===== src/rtl/mem_stage_lsu_if.sv =====
// mem_stage_lsu_if: EX/MEM inputs, data-memory bus and MEM/WB result of the memory stage.
interface mem_stage_lsu_if;
  logic        ex_valid;
  logic        ex_mem_read;
  logic        ex_mem_write;
  logic [1:0]  ex_size;
  logic        ex_unsigned;
  logic [31:0] ex_addr;
  logic [31:0] ex_wdata;
  logic [31:0] ex_alu_result;
  logic [4:0]  ex_rd;
  logic        ex_reg_write;
  logic        stall_o;
  logic [31:0] dmem_addr;
  logic [31:0] dmem_wdata;
  logic        dmem_read;
  logic        dmem_write;
  logic [31:0] dmem_rdata;
  logic        wb_valid;
  logic        wb_reg_write;
  logic [4:0]  wb_rd;
  logic [31:0] wb_data;
  logic        wb_fault_align;
  logic        wb_fault_range;
  modport master (
    input  ex_valid, ex_mem_read, ex_mem_write, ex_size, ex_unsigned, ex_addr, ex_wdata,
           ex_alu_result, ex_rd, ex_reg_write, dmem_rdata,
    output stall_o, dmem_addr, dmem_wdata, dmem_read, dmem_write,
           wb_valid, wb_reg_write, wb_rd, wb_data, wb_fault_align, wb_fault_range
  );
  modport slave (
    output ex_valid, ex_mem_read, ex_mem_write, ex_size, ex_unsigned, ex_addr, ex_wdata,
           ex_alu_result, ex_rd, ex_reg_write, dmem_rdata,
    input  stall_o, dmem_addr, dmem_wdata, dmem_read, dmem_write,
           wb_valid, wb_reg_write, wb_rd, wb_data, wb_fault_align, wb_fault_range
  );
endinterface


===== src/rtl/mem_stage_lsu.sv =====
// mem_stage_lsu: MIPS memory stage; word-aligned big-endian accesses, sub-word RMW stores, registered MEM/WB result.
module mem_stage_lsu #(
  parameter int DMEM_BYTES = 32,
  parameter int MEM_LAT    = 1
) (
  input logic clk,
  input logic reset,
  mem_stage_lsu_if.master bus
);
  typedef enum logic [1:0] {IDLE, RD_WAIT, WRITE} state_t;
  typedef struct packed {
    logic [1:0]  size;
    logic        uns;
    logic [1:0]  off;
    logic [31:0] wdata;
    logic [4:0]  rd;
    logic        rw;
    logic        store;
  } cap_t;
  typedef struct packed {
    logic [31:0] addr;
    logic [31:0] wdata;
    logic        rd;
    logic        wr;
    logic        wbv;
    logic        wbrw;
    logic [4:0]  wbrd;
    logic [31:0] wbd;
    logic        fa;
    logic        fr;
  } out_t;
  state_t      state, state_n;
  logic [2:0]  cnt, cnt_n;
  cap_t        cap, cap_n;
  out_t        q, d;
  logic [31:0] wa, lane_mask, raw, load_val, merged;
  logic [4:0]  lane_sh;
  logic        is_word, is_store, mem_op, fa, fr;
  assign wa       = {bus.ex_addr[31:2], 2'b00};
  assign is_word  = bus.ex_size[1];
  assign is_store = bus.ex_mem_write & ~bus.ex_mem_read;
  assign mem_op   = bus.ex_mem_read | bus.ex_mem_write;
  assign fa       = (bus.ex_size == 2'b01 & bus.ex_addr[0]) | (is_word & |bus.ex_addr[1:0]);
  assign fr       = {1'b0, wa} + 33'd4 > 33'(DMEM_BYTES);
  // byte 0 sits in [31:24], so lanes shift right by 8*(3-o) or 16*(1-o[1])
  assign lane_sh   = cap.size == 2'b00 ? {~cap.off, 3'b000} : {~cap.off[1], 4'b0000};
  assign lane_mask = (cap.size == 2'b00 ? 32'h0000_00FF : 32'h0000_FFFF) << lane_sh;
  assign raw       = bus.dmem_rdata >> lane_sh;
  assign load_val  = cap.size[1] ? bus.dmem_rdata :
                     cap.size[0] ? {{16{~cap.uns & raw[15]}}, raw[15:0]} :
                                   {{24{~cap.uns & raw[7]}}, raw[7:0]};
  assign merged    = (bus.dmem_rdata & ~lane_mask) | ((cap.wdata << lane_sh) & lane_mask);
  always_comb begin
    state_n = state;
    cnt_n   = cnt;
    cap_n   = cap;
    d       = q;
    d.rd    = 1'b0;
    d.wr    = 1'b0;
    d.wbv   = 1'b0;
    case (state)
      IDLE: if (bus.ex_valid) begin
        cap_n = '{size: bus.ex_size, uns: bus.ex_unsigned, off: bus.ex_addr[1:0], wdata: bus.ex_wdata,
                  rd: bus.ex_rd, rw: bus.ex_reg_write, store: is_store};
        if (!mem_op || fa || fr) begin
          d.wbv  = 1'b1;
          d.wbrd = bus.ex_rd;
          d.wbrw = mem_op ? 1'b0 : bus.ex_reg_write;
          d.wbd  = mem_op ? 32'd0 : bus.ex_alu_result;
          d.fa   = mem_op & fa;
          d.fr   = mem_op & fr;
        end else begin
          d.addr = wa;
          if (is_store && is_word) begin
            state_n = WRITE;
            d.wdata = bus.ex_wdata;
            d.wr    = 1'b1;
          end else begin
            state_n = RD_WAIT;
            cnt_n   = 3'(MEM_LAT);
            d.rd    = 1'b1;
          end
        end
      end
      RD_WAIT: begin
        cnt_n = cnt - 3'd1;
        if (cnt == 3'd1) begin
          if (cap.store) begin
            state_n = WRITE;
            d.wdata = merged;
            d.wr    = 1'b1;
          end else begin
            state_n = IDLE;
            d.wbv   = 1'b1;
            d.wbrw  = cap.rw;
            d.wbrd  = cap.rd;
            d.wbd   = load_val;
            d.fa    = 1'b0;
            d.fr    = 1'b0;
          end
        end
      end
      WRITE: begin
        state_n = IDLE;
        d.wbv   = 1'b1;
        d.wbrw  = 1'b0;
        d.wbrd  = cap.rd;
        d.wbd   = 32'd0;
        d.fa    = 1'b0;
        d.fr    = 1'b0;
      end
      default: state_n = IDLE;
    endcase
  end
  always_ff @(posedge clk) begin
    if (!reset) begin
      state <= IDLE;
      cnt   <= 3'd0;
      cap   <= '0;
      q     <= '0;
    end else begin
      state <= state_n;
      cnt   <= cnt_n;
      cap   <= cap_n;
      q     <= d;
    end
  end
  assign bus.stall_o        = state != IDLE;
  assign bus.dmem_addr      = q.addr;
  assign bus.dmem_wdata     = q.wdata;
  assign bus.dmem_read      = q.rd;
  assign bus.dmem_write     = q.wr;
  assign bus.wb_valid       = q.wbv;
  assign bus.wb_reg_write   = q.wbrw;
  assign bus.wb_rd          = q.wbrd;
  assign bus.wb_data        = q.wbd;
  assign bus.wb_fault_align = q.fa;
  assign bus.wb_fault_range = q.fr;
endmodule


===== src/flat_wrapper.sv =====
// flat-port wrapper written by rule: the top's interface ports become plain ports
module mem_stage_lsu_flat 
#(
  parameter int DMEM_BYTES = 32,
  parameter int MEM_LAT    = 1
)
  (clk, reset, bus_ex_valid, bus_ex_mem_read, bus_ex_mem_write, bus_ex_size, bus_ex_unsigned, bus_ex_addr, bus_ex_wdata, bus_ex_alu_result, bus_ex_rd, bus_ex_reg_write, bus_dmem_rdata, bus_stall_o, bus_dmem_addr, bus_dmem_wdata, bus_dmem_read, bus_dmem_write, bus_wb_valid, bus_wb_reg_write, bus_wb_rd, bus_wb_data, bus_wb_fault_align, bus_wb_fault_range);
  mem_stage_lsu_if bus_i ();
  input logic clk;
  input logic reset;
  input wire logic [$bits(bus_i.ex_valid)-1:0] bus_ex_valid;
  input wire logic [$bits(bus_i.ex_mem_read)-1:0] bus_ex_mem_read;
  input wire logic [$bits(bus_i.ex_mem_write)-1:0] bus_ex_mem_write;
  input wire logic [$bits(bus_i.ex_size)-1:0] bus_ex_size;
  input wire logic [$bits(bus_i.ex_unsigned)-1:0] bus_ex_unsigned;
  input wire logic [$bits(bus_i.ex_addr)-1:0] bus_ex_addr;
  input wire logic [$bits(bus_i.ex_wdata)-1:0] bus_ex_wdata;
  input wire logic [$bits(bus_i.ex_alu_result)-1:0] bus_ex_alu_result;
  input wire logic [$bits(bus_i.ex_rd)-1:0] bus_ex_rd;
  input wire logic [$bits(bus_i.ex_reg_write)-1:0] bus_ex_reg_write;
  input wire logic [$bits(bus_i.dmem_rdata)-1:0] bus_dmem_rdata;
  output wire logic [$bits(bus_i.stall_o)-1:0] bus_stall_o;
  output wire logic [$bits(bus_i.dmem_addr)-1:0] bus_dmem_addr;
  output wire logic [$bits(bus_i.dmem_wdata)-1:0] bus_dmem_wdata;
  output wire logic [$bits(bus_i.dmem_read)-1:0] bus_dmem_read;
  output wire logic [$bits(bus_i.dmem_write)-1:0] bus_dmem_write;
  output wire logic [$bits(bus_i.wb_valid)-1:0] bus_wb_valid;
  output wire logic [$bits(bus_i.wb_reg_write)-1:0] bus_wb_reg_write;
  output wire logic [$bits(bus_i.wb_rd)-1:0] bus_wb_rd;
  output wire logic [$bits(bus_i.wb_data)-1:0] bus_wb_data;
  output wire logic [$bits(bus_i.wb_fault_align)-1:0] bus_wb_fault_align;
  output wire logic [$bits(bus_i.wb_fault_range)-1:0] bus_wb_fault_range;
  assign bus_i.ex_valid = bus_ex_valid;
  assign bus_i.ex_mem_read = bus_ex_mem_read;
  assign bus_i.ex_mem_write = bus_ex_mem_write;
  assign bus_i.ex_size = bus_ex_size;
  assign bus_i.ex_unsigned = bus_ex_unsigned;
  assign bus_i.ex_addr = bus_ex_addr;
  assign bus_i.ex_wdata = bus_ex_wdata;
  assign bus_i.ex_alu_result = bus_ex_alu_result;
  assign bus_i.ex_rd = bus_ex_rd;
  assign bus_i.ex_reg_write = bus_ex_reg_write;
  assign bus_i.dmem_rdata = bus_dmem_rdata;
  assign bus_stall_o = bus_i.stall_o;
  assign bus_dmem_addr = bus_i.dmem_addr;
  assign bus_dmem_wdata = bus_i.dmem_wdata;
  assign bus_dmem_read = bus_i.dmem_read;
  assign bus_dmem_write = bus_i.dmem_write;
  assign bus_wb_valid = bus_i.wb_valid;
  assign bus_wb_reg_write = bus_i.wb_reg_write;
  assign bus_wb_rd = bus_i.wb_rd;
  assign bus_wb_data = bus_i.wb_data;
  assign bus_wb_fault_align = bus_i.wb_fault_align;
  assign bus_wb_fault_range = bus_i.wb_fault_range;
  mem_stage_lsu #(.DMEM_BYTES(DMEM_BYTES), .MEM_LAT(MEM_LAT)) u_core (.clk(clk), .reset(reset), .bus(bus_i));
endmodule

===== config.mk =====
export PLATFORM = sky130hd
export DESIGN_NAME = mem_stage_lsu_flat
export DESIGN_NICKNAME = d
export VERILOG_FILES = /design/src/rtl/mem_stage_lsu_if.sv /design/src/rtl/mem_stage_lsu.sv /design/src/flat_wrapper.sv
export SDC_FILE = /design/constraint.sdc
export NUM_CORES = 1
export LEC_CHECK = 0
export BUFFER_PORTS_ARGS = -buffer_cell sky130_fd_sc_hd__buf_2
export CAP_MARGIN = 40
export CORE_MARGIN = 1
export CORE_UTILIZATION = 43
export CTS_CLUSTER_SIZE = 10
export DETAILED_ROUTE_END_ITERATION = 10
export PLACE_DENSITY = 0.71
export SYNTH_ARGS = -nofsm -noshare
export SYNTH_HDL_FRONTEND = slang
export SYNTH_SLANG_ARGS = --single-unit

===== constraint.sdc =====
create_clock -name clk -period 4.16 [get_ports clk]
set_clock_uncertainty 0.15 [all_clocks]
set_input_delay 0 -clock clk [delete_from_list [all_inputs] [get_ports clk]]
set_output_delay 0 -clock clk [all_outputs]
set_load 0.01 [all_outputs]

==> impl_metrics.py, run 1 <==
metrics = {
    "run_status": {
        "status": "complete, no violations",
    },
    "drt": {
        "vias_per_cell": 5.66,
        "drtIter0Drc": 841,
        "wirelength_um": 25500,
        "drtPass1Iterations": 6,
        "drcViolationCount": 0,
        "wire_per_inst_um": 17.7,
        "vias": 8129,
        "ant_nets": 0,
    },
    "die": {
        "fp.coreArea_sq_um": 15400,
        "die_h_um": 128,
        "fp.dieW_um": 128,
        "die_area_sq_um": 16400,
        "ioPinCount": 250,
        "rows": 45,
        "initial_core_util_pct": 44.6,
    },
    "setup_path": {
        "worstSetupEndpointType": "flop",
        "cp_top_family": "compound AO/OA/AOI/OAI gates",
        "rrSetupSlack_ns": 0.32,
        "worst-path-buf-inv": 2,
        "crit_type": "reg2reg",
        "critPathSlowestCell": "dlygate4sd3_1",
        "cp_cell_sequence": "nor3_2, buf_4, mux4_2, nand2b_1, a21oi_1, o31a_1, and2_1, a22oi_1, dlygate4sd3_1, a2bb2oi_1",
        "startpoint_type": "flop",
        "crit_fanout": 25,
        "max_stage_delay_ns": 0.63,
        "cp.required_ns": 4.36,
        "crit_arrival_ns": 4.04,
    },
    "clocking": {
        "cts_setup_buffers": 0,
        "cts_inserted_buffers": 17,
        "clockBufferDepth": 2,
        "cts.sinks": 138,
        "tritoncts": "yes",
        "clk_pin_slew_worst_paths_ns": 0.06,
        "cts_root_buf": "clkbuf_16",
        "clk_latency_ns": 0.42,
        "ctsResizeCount": 0,
        "htree_levels": 4,
    },
    "grt": {
        "grt_pass1_wl_um": 40200,
        "grt_max_degree": 41,
        "globalRouteOverflowTotal": 0,
        "antenna_found_initial": 2,
        "grt_pass1_vias": 7813,
        "grt.total_usage_pct": 31.3,
    },
    "synth": {
        "synth.top_cell.area_share_pct": 40.3,
        "yosysMostFrequentCell": "dfxtp_1",
        "synth_cell_type_count": 55,
        "syn-cell-area_sq_um": 6850,
        "synth_enable_flop_cells": 0,
        "ys_top_cells_by_count": "dfxtp_1, a21oi_1, nand2_1",
        "syn_avg_cell_area_sq_um": 7.96,
        "yosysSeqAreaShare_pct": 40.3,
        "postSynthCellCount": 861,
        "ys_ff_latch": 138,
        "synthArstFlopShare_pct": 0,
        "synth-main-ff-cell": "dfxtp_1",
        "ys_warn_count": 0,
        "yosys.area.top_type": "dfxtp_1",
        "synth_area_leaders": "dfxtp_1, a21oi_1, nand2_1",
    },
    "sta": {
        "hold_viol": 0,
        "drv_slew": 0,
        "fin_tns_setup_ns": 0,
        "worst_pin_slew_ns": 0.728,
        "max-slew-margin-rel_pct": 51.2,
        "finalSetupViolCount": 0,
        "rsz0062_at_grt": "no",
        "min_period_over_period_pct": 92.3,
        "min_period_ns": 3.84,
        "whs_ns": 0.0384,
        "max_freq_ghz": 0.260,
    },
    "job": {
        "drv_cap": 0,
    },
    "final_layout": {
        "multi_input_area_sq_um": 3720,
        "syn_to_final_growth_pct": 49.4,
        "fin_area_sq_um": 10200,
        "layout.nets": 1355,
        "fill_cells": 1264,
        "seqCellArea_sq_um": 2760,
        "final_layout_size_suffix_gt1_share_pct": 26.6,
    },
    "pwr": {
        "p_leak_uw": 0.00433,
        "p_per_area_nw_per_um2": 331,
        "peakVddDrop_v": 0.000308,
    },
    "hold_path": {
        "min_path_type": "in2reg",
    },
    "placement": {
        "gp_congestion": 0.912,
        "place_hpwl_um": 16100,
        "place_area_sq_um": 8240,
        "io_buffers": 247,
    },
}
layer usage:
metal,track usage (%),wire length (um),share of wire [%],vias to the layer above
met3,7.51,2050,8.1,93
met2,49.3,11600,45,469
li1,-,-,-,3825
met5,0,0,0,-
met4,15.5,949,3.7,0
met1,40.0,10900,43,3742
cells in the final DEF (no fill, tap or decap), types with 6 or more instances in the layout:
master,Yosys,layout
nand2_1,114,114
a22oi_1,32,32
nand4_1,8,8
o21ai_0,29,29
nand3_1,15,15
dlygate4sd3_1,0,140
a21oi_1,129,129
a2bb2oi_2,10,10
nand2b_1,19,19
buf_2,7,247
a2bb2oi_1,13,13
inv_1,23,23
o22ai_1,24,24
a211oi_1,18,18
o311ai_0,6,6
nor2b_1,6,6
buf_4,2,20
nor3_1,11,10
mux2i_1,11,11
nor2_1,41,40
o31ai_1,33,33
and2_1,29,29
clkbuf_16,0,17
dfxtp_1,138,138
a31oi_1,11,11
cell families (layout without fill, tap and decap cells):
family          Yosys count  count (layout)  share of synthesized area [%]
compound gates          327             327                           31.2
simple gates            277             277                           20.0
flops                   138             138                           40.3
buf+inv                 102             464                           5.93
mux                      12              12                           1.94
fa+ha+maj                 2               2                          0.365
xor+xnor                  2               2                          0.256
other cells               1               4                         0.0547
worst min-delay path: stages:
cell	delay, ns
buf_2	0.13
nor2_1	0.13
a211oi_1	0.08
a21oi_1	0.14
a21oi_1	0.09
stage by stage:
| step | instances | utilization (%) | setup slack (ns) | power [uW] |
|---|---|---|---|---|
| 2_1_floorplan | 862 | - | 1.10 | 1620 |
| 3_3_place_gp | 1262 | 53.5 | 0.714 | 1780 |
| 3_5_place_dp | 1263 | 53.6 | 0.821 | 1790 |
| 4_1_cts | 1435 | 66.6 | 0.523 | 3380 |
| 5_1_grt | 1437 | 66.6 | 0.103 | 3500 |
| 6_report | 1437 | 66.6 | 0.319 | 3390 |
final timing paths:
check,start,end,depth (start not counted)
worst min-delay path,bus_dmem_rdata[10],u_core.bus.dmem_wdata[10],5
worst max register to register,u_core.cap[42],u_core.bus.wb_data[16],10
worst max-delay path,u_core.cap[42],u_core.bus.wb_data[16],10
worst min register to register,u_core.bus.wb_fault_range,u_core.bus.wb_fault_range,2
registers in the layout, indices dropped and copies added, names as in the netlist:
signal,cells
u_core.bus.wb_fault_range,1
u_core.bus.wb_valid,1
u_core.bus.wb_data,32
u_core.cnt,3
u_core.bus.dmem_wdata,32
u_core.bus.wb_rd,5
u_core.bus.wb_reg_write,1
u_core.bus.dmem_addr,30
u_core.bus.dmem_read,1
u_core.state,2
u_core.cap,28
u_core.bus.wb_fault_align,1
u_core.bus.dmem_write,1
area by class of cell:
cell class	instances	share of cell area [%]
Multi-Input combinational cell	622	36.3
Timing Repair Buffer	408	27.4
Sequential cell	138	27.0
Clock buffer	20	4.46
Tap cell	211	2.58
Clock inverter	12	1.37
Inverter	24	0.880
Antenna cell	2	0.0489
power breakdown:
part / switching, uW / total (uW) / internal [uW]
sequential: 25.7 / 1380 / 1350
clock: 607 / 1530 / 921
combinational: 254 / 477 / 223
repair_timing:
item,in CTS,in global routing
hold endpoints to repair,109,0
hold buffers,140,0
setup endpoints to repair,0,0
Power figures use the tool's default switching activity.
==> inputs of run 2 (changes only) <==
--- a/config.mk
+++ b/config.mk
@@ -7,11 +7,14 @@
 export LEC_CHECK = 0
 export BUFFER_PORTS_ARGS = -buffer_cell sky130_fd_sc_hd__buf_2
 export CAP_MARGIN = 40
+export CELL_PAD_IN_SITES_DETAIL_PLACEMENT = 0
+export CELL_PAD_IN_SITES_GLOBAL_PLACEMENT = 2
 export CORE_MARGIN = 1
-export CORE_UTILIZATION = 43
+export CORE_UTILIZATION = 27
+export CTS_CLUSTER_DIAMETER = 50
 export CTS_CLUSTER_SIZE = 10
 export DETAILED_ROUTE_END_ITERATION = 10
-export PLACE_DENSITY = 0.71
+export PLACE_DENSITY = 0.79
 export SYNTH_ARGS = -nofsm -noshare
 export SYNTH_HDL_FRONTEND = slang
 export SYNTH_SLANG_ARGS = --single-unit
==> impl_metrics.py, run 2 (same netlist as run 1, synthesis figures left out) <==
metrics = {
    "run_status": {
        "status": "complete, no violations",
    },
    "clocking": {
        "tritoncts": "yes",
        "clk_latency_ns": 0.43,
        "htree_levels": 4,
        "cts_inserted_buffers": 17,
        "cts_root_buf": "clkbuf_16",
        "cts.sinks": 138,
        "clk_pin_slew_worst_paths_ns": 0.07,
        "clockBufferDepth": 2,
        "ctsResizeCount": 0,
    },
    "sta": {
        "finalSetupViolCount": 0,
        "drv_slew": 0,
        "min_period_ns": 3.72,
        "hold_viol": 0,
        "min_period_over_period_pct": 89.4,
        "rsz0062_at_grt": "no",
        "whs_ns": 0.00811,
        "max_freq_ghz": 0.269,
        "worst_pin_slew_ns": 0.760,
        "fin_tns_setup_ns": 0,
        "max-slew-margin-rel_pct": 49.3,
    },
    "die": {
        "fp.dieW_um": 161,
        "rows": 57,
        "die_area_sq_um": 26000,
        "fp.coreArea_sq_um": 24600,
        "die_h_um": 161,
        "initial_core_util_pct": 27.8,
        "ioPinCount": 250,
    },
    "pwr": {
        "p_int_uw": 2540,
        "clkPwrFrac_pct": 46.5,
        "peakVddDrop_v": 0.000234,
        "combPwrFrac_pct": 13.8,
        "p_leak_uw": 0.00435,
        "p_seq_share_pct": 39.6,
        "swShare_pct": 27.1,
        "p_per_area_nw_per_um2": 336,
        "power.switching_uw": 945,
    },
    "final_layout": {
        "finish.utilization_pct": 42.1,
        "layout.nets": 1351,
        "final_cell_mix": "buf_2, dfxtp_1, dlygate4sd3_1",
        "syn_to_final_growth_pct": 51.2,
        "fin_area_sq_um": 10400,
        "final_layout_size_suffix_gt1_share_pct": 26.8,
        "final_common_cell": "buf_2",
    },
    "grt": {
        "met1_usage_pct": 29.6,
        "grt_pass1_vias": 7352,
        "globalRouteOverflowTotal": 0,
        "antenna_found_initial": 2,
        "met3_usage_pct": 2.85,
        "grt.total_usage_pct": 20.6,
        "grt_max_degree": 38,
        "grtUsageMet2_pct": 31.3,
        "grt_pass1_wl_um": 41600,
        "top_usage_layer": "met2",
    },
    "placement": {
        "place_area_sq_um": 8390,
        "io_buffers": 247,
        "place_hpwl_um": 19200,
        "gp_congestion": 0.827,
    },
    "setup_path": {
        "crit_arrival_ns": 3.93,
        "crit_fanout": 25,
        "rrSetupSlack_ns": 0.44,
        "reg2reg_from": "u_core.cap[42]",
        "crit_type": "reg2reg",
        "setup.worst_path.start": "u_core.cap[42]",
        "worstSetupEndpointType": "flop",
        "ff2ff_path_depth": 10,
        "startpoint_type": "flop",
        "r2r_end": "u_core.bus.wb_data[31]",
        "cp.required_ns": 4.37,
    },
    "hold_path": {
        "hold_start": "bus_dmem_rdata[21]",
        "min_path_type": "in2reg",
        "whs_path_depth": 5,
        "hold_end": "u_core.bus.dmem_wdata[21]",
    },
    "drt": {
        "drcViolationCount": 0,
        "drtIter0Drc": 508,
        "drtPass1Iterations": 5,
        "vias_per_cell": 4.92,
        "wire_per_inst_um": 17.5,
        "vias": 7610,
        "ant_nets": 0,
        "wirelength_um": 27000,
    },
    "job": {
        "drv_cap": 0,
    },
}
run 2: changes by cell type in the layout (fill, tap and decap cells not counted), sizes merged:
cell         delta
inv             +4
bufinv          +1
clkinv          -2
dlygate4sd3     -5
clkbuf          -2
buf             +1
clkinvlp        -1
run 2: worst max-delay path, cell delays in order (launching register included):
cell and delay, ns:
dfxtp_1 0.60, nor3_2 0.09, buf_4 0.23, mux4_2 0.37, nand2b_1 0.05, a21oi_1 0.50
o31a_1 0.25, and2_1 0.50, a22oi_1 0.15, dlygate4sd3_1 0.63, a2bb2oi_2 0.13
run 2: layout make-up:
cell class | instances | area (sq um)
Clock inverter | 14 | 184
Fill cell | 2542 | 14200
Tap cell | 324 | 405
Multi-Input combinational cell | 622 | 3720
Inverter | 24 | 90.1
Sequential cell | 138 | 2760
Clock buffer | 18 | 429
Timing Repair Buffer | 404 | 2760
Antenna cell | 2 | 5.00
run 2: timing repair:
action | in CTS | in global routing
endpoints found under the hold margin | 109 | 0
hold buffers | 135 | 0
setup buffers | 0 | 0
run 2: power by group through the flow:
stage / Clock, uW / Sequential [uW] / Combinational [uW]
finish: 1620 / 1380 / 481
CTS: 1650 / 1380 / 481
global route: 1700 / 1380 / 527
detailed placement: 0 / 1410 / 401
floorplan: 0 / 1410 / 206
global placement: 0 / 1410 / 397
run 2: per-layer routing:
metal | part of all wire [%] | up-vias
li1 | - | 3827
met1 | 49 | 3524
met2 | 45 | 226
met3 | 4.2 | 33
met4 | 2.0 | 0
met5 | 0 | -
run 2: how the worst max path moves through the flow:
stage	end	slack [ns]	cells past startpoint
after global routing	u_core.bus.wb_data[31]	0.14	9
final	u_core.bus.wb_data[31]	0.44	10
after floorplan	u_core.bus.wb_data[22]	1.10	11
after global placement	u_core.bus.wb_fault_range	0.71	10
after detailed placement	u_core.bus.dmem_addr[26]	0.71	10
after CTS	u_core.bus.wb_data[22]	0.47	10
run 2: metrics by stage:
step / power (uW) / std cells / setup WS [ns]
final: 3480 / 1546 / 0.440
after global routing: 3610 / 1546 / 0.144
after CTS: 3510 / 1544 / 0.475
after detailed placement: 1810 / 1377 / 0.709
after global placement: 1810 / 1375 / 0.714
after floorplan: 1620 / 862 / 1.10
